===== src/rtl/pc_fetch_stage.sv =====
// Instruction-fetch front end: PC register, fetch request, branch redirect, stall and IF/ID load.
// Optional macro PC_FETCH_PERF_EN adds saturating fetch/bubble performance counters.
//
// state | meaning
// BOOT  | first cycle after reset, no fetch request
// RUN   | normal fetch, redirect and stall handling
// HALT  | misaligned redirect seen; frozen until reset
module pc_fetch_stage #(
  parameter int unsigned       WIDTH    = 32,
  parameter logic [WIDTH-1:0]  RESET_PC = 32'h0000_0000,
  parameter int unsigned       INCR     = 4
) (
  input  logic             clk__i,
  input  logic             rst_n__i,
  input  logic             stall__i,
  input  logic             branch_taken__i,
  input  logic [WIDTH-1:0] branch_target__i,
  output logic [WIDTH-1:0] adder_a__o,
  output logic [WIDTH-1:0] adder_b__o,
  input  logic [WIDTH-1:0] seq_next__i,
  output logic             imem_req__o,
  output logic [WIDTH-1:0] imem_addr__o,
  input  logic             imem_ready__i,
  input  logic [31:0]      imem_data__i,
  output logic [WIDTH-1:0] pc__o,
  output logic             ifid_valid__o,
  output logic [31:0]      ifid_instr__o,
  output logic [WIDTH-1:0] ifid_pc4__o,
  output logic             align_err__o
`ifdef PC_FETCH_PERF_EN
  ,
  output logic [31:0]      perf_fetch__o,
  output logic [31:0]      perf_bubble__o
`endif
);

  typedef enum logic [1:0] {
    ST_BOOT = 2'd0,
    ST_RUN  = 2'd1,
    ST_HALT = 2'd2
  } state_t;

  state_t           state_q, state_d;
  logic [WIDTH-1:0] pc_q, pc_d;
  logic             valid_q, valid_d;
  logic [31:0]      instr_q, instr_d;
  logic [WIDTH-1:0] pc4_q, pc4_d;
  logic             err_q, err_d;
  logic             fetch_load;
  logic             bubble_load;

  assign imem_req__o   = (state_q == ST_RUN) && !stall__i;
  assign imem_addr__o  = pc_q;
  assign adder_a__o    = pc_q;
  assign adder_b__o    = WIDTH'(INCR);
  assign pc__o         = pc_q;
  assign ifid_valid__o = valid_q;
  assign ifid_instr__o = instr_q;
  assign ifid_pc4__o   = pc4_q;
  assign align_err__o  = err_q;

  always_comb begin
    state_d     = state_q;
    pc_d        = pc_q;
    valid_d     = valid_q;
    instr_d     = instr_q;
    pc4_d       = pc4_q;
    err_d       = err_q;
    fetch_load  = 1'b0;
    bubble_load = 1'b0;
    case (state_q)
      ST_BOOT: state_d = ST_RUN;
      ST_RUN: begin
        bubble_load = !stall__i;
        if (branch_taken__i && (branch_target__i[1:0] != 2'b00)) begin
          err_d   = 1'b1;
          valid_d = 1'b0;
          state_d = ST_HALT;
        end else if (branch_taken__i) begin
          // redirect wins over stall and drops a fetch returning this cycle
          pc_d    = branch_target__i;
          valid_d = 1'b0;
        end else if (stall__i) begin
          pc_d = pc_q;
        end else if (imem_ready__i) begin
          pc_d        = seq_next__i;
          instr_d     = imem_data__i;
          pc4_d       = seq_next__i;
          valid_d     = 1'b1;
          fetch_load  = 1'b1;
          bubble_load = 1'b0;
        end else begin
          valid_d = 1'b0;
        end
      end
      ST_HALT: valid_d = 1'b0;
      default: state_d = ST_HALT;
    endcase
  end

  always_ff @(posedge clk__i or negedge rst_n__i) begin
    if (!rst_n__i) begin
      state_q <= ST_BOOT;
      pc_q    <= RESET_PC;
      valid_q <= 1'b0;
      instr_q <= '0;
      pc4_q   <= '0;
      err_q   <= 1'b0;
    end else begin
      state_q <= state_d;
      pc_q    <= pc_d;
      valid_q <= valid_d;
      instr_q <= instr_d;
      pc4_q   <= pc4_d;
      err_q   <= err_d;
    end
  end

`ifdef PC_FETCH_PERF_EN
  logic [31:0] perf_fetch_q, perf_fetch_d;
  logic [31:0] perf_bubble_q, perf_bubble_d;

  always_comb begin
    perf_fetch_d  = perf_fetch_q;
    perf_bubble_d = perf_bubble_q;
    if (fetch_load && (perf_fetch_q != 32'hFFFF_FFFF))
      perf_fetch_d = perf_fetch_q + 32'd1;
    if (bubble_load && (perf_bubble_q != 32'hFFFF_FFFF))
      perf_bubble_d = perf_bubble_q + 32'd1;
  end

  always_ff @(posedge clk__i or negedge rst_n__i) begin
    if (!rst_n__i) begin
      perf_fetch_q  <= '0;
      perf_bubble_q <= '0;
    end else begin
      perf_fetch_q  <= perf_fetch_d;
      perf_bubble_q <= perf_bubble_d;
    end
  end

  assign perf_fetch__o  = perf_fetch_q;
  assign perf_bubble__o = perf_bubble_q;
`else
  logic unused_perf;
  assign unused_perf = fetch_load ^ bubble_load;
`endif

endmodule


===== config.mk =====
export PLATFORM = sky130hd
export DESIGN_NAME = pc_fetch_stage
export DESIGN_NICKNAME = d
export VERILOG_FILES = /design/src/rtl/pc_fetch_stage.sv
export SDC_FILE = /design/constraint.sdc
export NUM_CORES = 1
export LEC_CHECK = 0
export ABC_AREA = 1
export CAP_MARGIN = 40
export CORE_ASPECT_RATIO = 0.75
export CORE_MARGIN = 2
export CORE_UTILIZATION = 38
export CTS_BUF_LIST = sky130_fd_sc_hd__clkbuf_8 sky130_fd_sc_hd__clkbuf_16
export DETAILED_ROUTE_END_ITERATION = 10
export PLACE_DENSITY = 0.82
export SYNTH_ARGS = -nofsm -noshare
export SYNTH_HDL_FRONTEND = slang
export SYNTH_SLANG_ARGS = --single-unit

===== constraint.sdc =====
create_clock -name clk__i -period 2.2 [get_ports clk__i]
set_clock_uncertainty 0.2 [all_clocks]
set_input_delay 0.44 -clock clk__i [delete_from_list [all_inputs] [get_ports clk__i]]
set_output_delay 0.44 -clock clk__i [all_outputs]
set_load 0.05 [all_outputs]

# Word-level counts from Yosys, hierarchy flattened
# Cells that the tools add are included.
# op_classes
add_sub_neg	0
n_mul	0
div	0
n_lt_le_gt_ge	0
n_eq_ne	5
shift	0
mux	10
n_bitwise	4
n_reduce_logical	12
# ops
cell	count
32-bit two-way mux	3
2-bit one-hot mux with 3 select lines	1
2-bit AND reduction	3
2-bit nonzero test	3
5-bit AND reduction	1
1-bit two-way mux	4
2-bit by 1-bit != test with 1-bit output, second input constant	2
4-bit by 3-bit != test with 1-bit output, second input constant	1
1-bit NOT	4
4-bit AND reduction	1
2-bit by 1-bit equality test with 1-bit output, second input constant	1
2-bit equality test, second input constant	1
1-bit logical AND	2
2-bit zero test	1
2-bit two-way mux	1
1-bit one-hot mux with 2 select lines	1
1-bit zero test	1
# totals
regBits	100
latch_bits	0
mem_bits_rw	0
rom_bits	0
input_bits	101
output_inout_bits	195
memories	0

# Longest topological paths before layout
# logic_depth
depth_word	5
mapped_depth	9

# Worst setup path after synthesis
# OpenSTA, ideal clock, no wires.
# synth_timing
kind	register to output
startpoint	register state_q[1]
endpoint	output imem_req__o
arrival_time_ns	1.204
required_time_ns	1.560
setup_slack_ns	0.356
path_stages_with_launch	6
cell_sequence	dfrtp_1 -> inv_1 -> ha_1 -> inv_2 -> nor2_4 -> buf_2
# synth_via
elab_chain_cells	2
# synth_rtl
item	line_no	source
from (decl)	43	state_t state_q, state_d;
from (signal assigned)	110	state_q <= state_d;
2-bit by 1-bit equality test with 1-bit output	52	assign imem_req__o = (state_q == ST_RUN) && !stall__i;
1-bit logical AND	52	
to (decl)	21	output logic imem_req__o,
# No other way between the ends.

# Worst setup path in the final report
# layout_timing
startpoint	register instr_q[29], in the netlist ifid_instr__o[29]
endpoint	output ifid_instr__o[29]
# layout_rtl
item	line_no	source
from (decl)	46	logic [31:0] instr_q, instr_d;
from (signal assigned)	113	instr_q <= instr_d;
to (decl)	27	output logic [31:0] ifid_instr__o,
# No word-level cell between the ends.

==> flow_summary.html <==
<table>
<tr><th>Metric</th><th>Value</th></tr>
<tr><th colspan="2">Status</th></tr>
<tr><td>Status</td><td>finished, final reports clean</td></tr>
<tr><th colspan="2">Clocking</th></tr>
<tr><td>Clk root buf</td><td>clkbuf_16</td></tr>
<tr><td>Number of clock sinks</td><td>100</td></tr>
<tr><td>Clock transition at the register clock pins on the worst setup and hold paths after CTS</td><td>0.07 ns</td></tr>
<tr><td>CTS Buf Count</td><td>9</td></tr>
<tr><td>Number of post-CTS setup repair buffers</td><td>0</td></tr>
<tr><td>CTS tree</td><td>done</td></tr>
<tr><td>Clk Latency, worst-skew pair</td><td>0.33 ns</td></tr>
<tr><td>Deepest clock path buffer count</td><td>2</td></tr>
<tr><td>Max H-tree Level</td><td>3</td></tr>
<tr><th colspan="2">STA</th></tr>
<tr><td>Final period util</td><td>0.983</td></tr>
<tr><td>Final total negative setup slack</td><td>0 ns</td></tr>
<tr><td>Number of endpoints with negative hold slack in the final report</td><td>0</td></tr>
<tr><td>Slew at the pin with the worst max-slew slack</td><td>approximately 0.58 ns</td></tr>
<tr><td>Final Setup Violations</td><td>0</td></tr>
<tr><td>Relative slew slack</td><td>0.613</td></tr>
<tr><td>Final Slew Violations</td><td>0</td></tr>
<tr><td>Maximum clock frequency</td><td>462 MHz</td></tr>
<tr><td>Final critical-path required period</td><td>2.16 ns</td></tr>
<tr><td>Unrepaired setup endpoints after global routing</td><td>no</td></tr>
<tr><th colspan="2">Layout</th></tr>
<tr><td>Synth-to-layout area growth</td><td>49.1%</td></tr>
<tr><td>Core utilization of the finished layout</td><td>0.581</td></tr>
<tr><td>Number of fill cells</td><td>1,161</td></tr>
<tr><td>Proportion of layout cells with a drive suffix above 1</td><td>0.0957</td></tr>
<tr><td>Final instance area</td><td>0.00753 mm²</td></tr>
<tr><td>Diodes inserted</td><td>0</td></tr>
<tr><td>Number of nets in the final layout</td><td>904</td></tr>
<tr><th colspan="2">GRT</th></tr>
<tr><td>Initial antenna violation count</td><td>0</td></tr>
<tr><td>Vias in the first global route</td><td>~4,200</td></tr>
<tr><td>Met2 Usage GRT</td><td>0.319</td></tr>
<tr><td>Overall global routing resource usage</td><td>0.196</td></tr>
<tr><td>Global routing's busiest layer</td><td>met2</td></tr>
<tr><td>Global-route wire length before repair</td><td>22.1 mm</td></tr>
<tr><td>Global-route track usage on met1</td><td>0.259</td></tr>
<tr><td>Maximum number of pins on one net before global-route repair</td><td>a little over 100</td></tr>
<tr><td>Met3 layer usage reported by global route</td><td>0.0492</td></tr>
<tr><td>Global route total overflow</td><td>0</td></tr>
<tr><th colspan="2">Synthesis</th></tr>
<tr><td>Fraction of post-synthesis cell area in the top cell type by area</td><td>0.495</td></tr>
<tr><td>Syn Inst Count</td><td>610</td></tr>
<tr><td>Most numerous cell in the Yosys netlist</td><td>nand2_1</td></tr>
<tr><td>Sequential-to-total area share from yosys stat</td><td>0.495</td></tr>
<tr><td>Post-synthesis cell type with the largest combined area</td><td>dfrtp_1</td></tr>
<tr><td>Synth Cell Area</td><td>0.00505 mm²</td></tr>
<tr><td>Mean area per synthesized cell</td><td>8.29 µm²</td></tr>
<tr><td>Number of different library cells in the post-synthesis netlist</td><td>22</td></tr>
<tr><td>Top post-synthesis cells by count</td><td>nand2_1, buf_4, dfrtp_1</td></tr>
<tr><td>Flip-flop cell with the highest count after synthesis</td><td>dfrtp_1</td></tr>
<tr><td>FFs w/ async S/R, synth</td><td>1.00</td></tr>
<tr><td>Leading cell types by total area after synthesis</td><td>dfrtp_1, nand2_1, buf_4, o21ai_0, nand3_1</td></tr>
<tr><td>Number of flops mapped to enable cells by yosys</td><td>0</td></tr>
<tr><td>Yosys warning total</td><td>0</td></tr>
<tr><td>Number of synthesized register bits</td><td>100</td></tr>
<tr><th colspan="2">Floorplanning</th></tr>
<tr><td>Die area</td><td>around 0.014 mm²</td></tr>
<tr><td>Top Ports</td><td>296</td></tr>
<tr><td>Core area</td><td>0.0130 mm²</td></tr>
<tr><td>Initial Util</td><td>0.390</td></tr>
<tr><td>Placement Rows</td><td>36</td></tr>
<tr><td>Height of the die</td><td>roughly 100 µm</td></tr>
<tr><td>Horiz. Die Dim</td><td>about 140 µm</td></tr>
<tr><th colspan="2">Worst hold path</th></tr>
<tr><td>Min-Delay Path Depth</td><td>2</td></tr>
<tr><td>Worst min-delay path category</td><td>reg2reg</td></tr>
<tr><td>Worst-case hold path end point</td><td>ifid_instr__o[20]</td></tr>
<tr><td>Startpoint of the tightest hold check path</td><td>ifid_instr__o[20]</td></tr>
<tr><th colspan="2">Critical path</th></tr>
<tr><td>Sort of element at the end of the critical path</td><td>primary output</td></tr>
<tr><td>Max FO, Critical Path</td><td>2</td></tr>
<tr><td>Worst path arrival time</td><td>1.52 ns</td></tr>
<tr><td>CP max stage cell</td><td>clkdlybuf4s50_1</td></tr>
<tr><td>Worst EP required</td><td>1.56 ns</td></tr>
<tr><td>Depth of the most critical reg-to-reg path</td><td>7</td></tr>
<tr><td>Ordered cell list for the critical path</td><td>clkdlybuf4s50_1</td></tr>
<tr><td>Type of element launching the critical path</td><td>flip-flop</td></tr>
<tr><td>Delay of the slowest critical-path stage</td><td>~0.8 ns</td></tr>
<tr><td>Critical path type</td><td>reg2out</td></tr>
<tr><td>R2R Path End</td><td>ifid_pc4__o[1]</td></tr>
<tr><td>Worst Path Buf+Inv</td><td>1</td></tr>
<tr><td>Flop2flop setup slack</td><td>0.37 ns</td></tr>
<tr><td>Kind of cell adding the most delay to the critical path</td><td>buffers and inverters</td></tr>
<tr><td>Origin of the critical flop-to-flop path</td><td>state_q[1]</td></tr>
<tr><th colspan="2">Drt</th></tr>
<tr><td>Detailed-route DRC error count</td><td>0</td></tr>
<tr><td>Number of optimization iterations in the first detailed-route pass</td><td>4</td></tr>
<tr><td>Average detailed-routed wire length per instance</td><td>14.6 µm</td></tr>
<tr><td>Number of routed nets with antenna violations</td><td>0</td></tr>
<tr><td>Violation count after the first detailed-route iteration</td><td>229</td></tr>
<tr><td>Routed Wire Length</td><td>between 10 and 15 mm</td></tr>
<tr><td>Vias per Instance</td><td>4.55</td></tr>
<tr><td>Routed vias</td><td>4,445</td></tr>
<tr><th colspan="2">Place</th></tr>
<tr><td>DPL Wire Length</td><td>~10 mm</td></tr>
<tr><td>Weighted congestion reported at the end of routability-driven placement</td><td>0.791</td></tr>
<tr><td>Port buffer count</td><td>~260</td></tr>
<tr><td>Post-place instance area</td><td>0.00719 mm²</td></tr>
<tr><th colspan="2">Pwr</th></tr>
<tr><td>Internal power contribution</td><td>6.00 mW</td></tr>
<tr><td>Total power density per cell area</td><td>between 1500 and 2000 mW/mm²</td></tr>
<tr><td>Sequential cell fraction of total power</td><td>0.238</td></tr>
<tr><td>Part of the power in combinational logic</td><td>0.642</td></tr>
<tr><td>Leakage power of the design</td><td>roughly 4.2 nW</td></tr>
<tr><td>Clock group share of total power</td><td>0.120</td></tr>
<tr><td>Switching power</td><td>7.69 mW</td></tr>
<tr><td>Switching share of total power</td><td>0.562</td></tr>
<tr><td>Worst vdd ir</td><td>approximately 1.2 mV</td></tr>
<tr><th colspan="2">Job</th></tr>
<tr><td>Max capacitance violation total</td><td>0</td></tr>
</table>
[power groups by stage]
stage	clock (mW)	combinational [mW]	sequential, mW
4_1_cts	1.68	8.86	3.27
3_3_place_gp	0	9.01	3.27
6_report	1.65	8.79	3.26
5_1_grt	1.75	9.17	3.38
3_5_place_dp	0	9.11	3.30
2_1_floorplan	0	3.91	6.05
[state kept, by name (all words and copies together), names as in the netlist]
signal	flops
adder_a__o	32
ifid_instr__o	32
ifid_pc4__o	32
state_q	2
align_err__o	1
ifid_valid__o	1
[tightest hold or removal path, cell delays in order (launching register included)]
cell and delay, ns:
dfrtp_1 0.34, nand2_1 0.05, nand2_1 0.05
[cell usage in the layout, fill, tap and decap left out, types with 2 or more instances in the layout]
cell type / netlist / final
clkbuf_16: 0 / 9
inv_6: 0 / 3
dlygate4sd2_1: 0 / 42
nand2_1: 202 / 202
buf_12: 0 / 5
o21ai_0: 73 / 73
inv_1: 35 / 35
nand2_2: 2 / 2
buf_4: 100 / 47
nand3_1: 36 / 36
ha_1: 3 / 3
clkdlybuf4s50_1: 0 / 148
conb_1: 2 / 32
inv_2: 2 / 2
o21ai_1: 20 / 20
dlymetal6s2s_1: 0 / 33
dfrtp_1: 100 / 100
[through the flow]
stage | worst slack, ns | hold WS [ns] | power (mW) | instances
3_5_place_dp | 0.185 | 0.259 | 12.4 | 959
3_3_place_gp | 0.214 | 0.252 | 12.3 | 959
4_1_cts | 0.000365 | 0.275 | 13.8 | 976
6_report | 0.0367 | 0.272 | 13.7 | 976
2_1_floorplan | 0.356 | -0.0556 | 9.97 | 640
5_1_grt | 0.000116 | 0.297 | 14.3 | 976
[cell type report]
cell class / count / area, µm² / area share
repair buffers: 277 / 2730 / 0.362
flip-flops and latches: 100 / 2500 / 0.332
multi-input cells: 375 / 1640 / 0.218
clock buffers: 10 / 239 / 0.0317
well taps: 171 / 214 / 0.0284
inverters: 37 / 139 / 0.0184
clock inverters: 6 / 70.1 / 0.00930
[kinds of logic (layout without fill, tap and decap cells)]
logic type	count (synthesis)	count (layout)	synth area share
other	2	32	0.00149
adder cells (fa/ha/maj)	3	3	0.00743
flip-flops	100	100	0.495
buffers and inverters	165	330	0.203
AO/OA/AOI/OAI	94	94	0.0936
AND/OR/NAND/NOR	246	246	0.200
[worst max path at each step]
stage | startpoint | end | slack [ns] | depth (start not counted)
after floorplan | state_q[1] | imem_req__o | 0.36 | 5
after global placement | imem_ready__i | adder_a__o[1] | 0.21 | 7
after detailed placement | stall__i | ifid_pc4__o[1] | 0.18 | 5
after CTS | adder_a__o[2] | imem_addr__o[2] | 0.0004 | 1
after global routing | ifid_pc4__o[28] | ifid_pc4__o[28] | 0.0001 | 1
final | ifid_instr__o[29] | ifid_instr__o[29] | 0.04 | 1
[routing by layer]
layer	share of wire	wire, µm
met2	0.49	6950
met4	0.015	212
met3	0.084	1200
met1	0.42	5930
met5	0	0
[what timing repair did]
| item | in CTS | in global routing |
|---|---|---|
| gates resized for setup | 42 | 33 |
| hold buffers | 1 | 0 |
| setup endpoints to repair | 48 | 33 |
| hold endpoints to repair | 99 | 0 |
(Power assumes the default switching activity.)
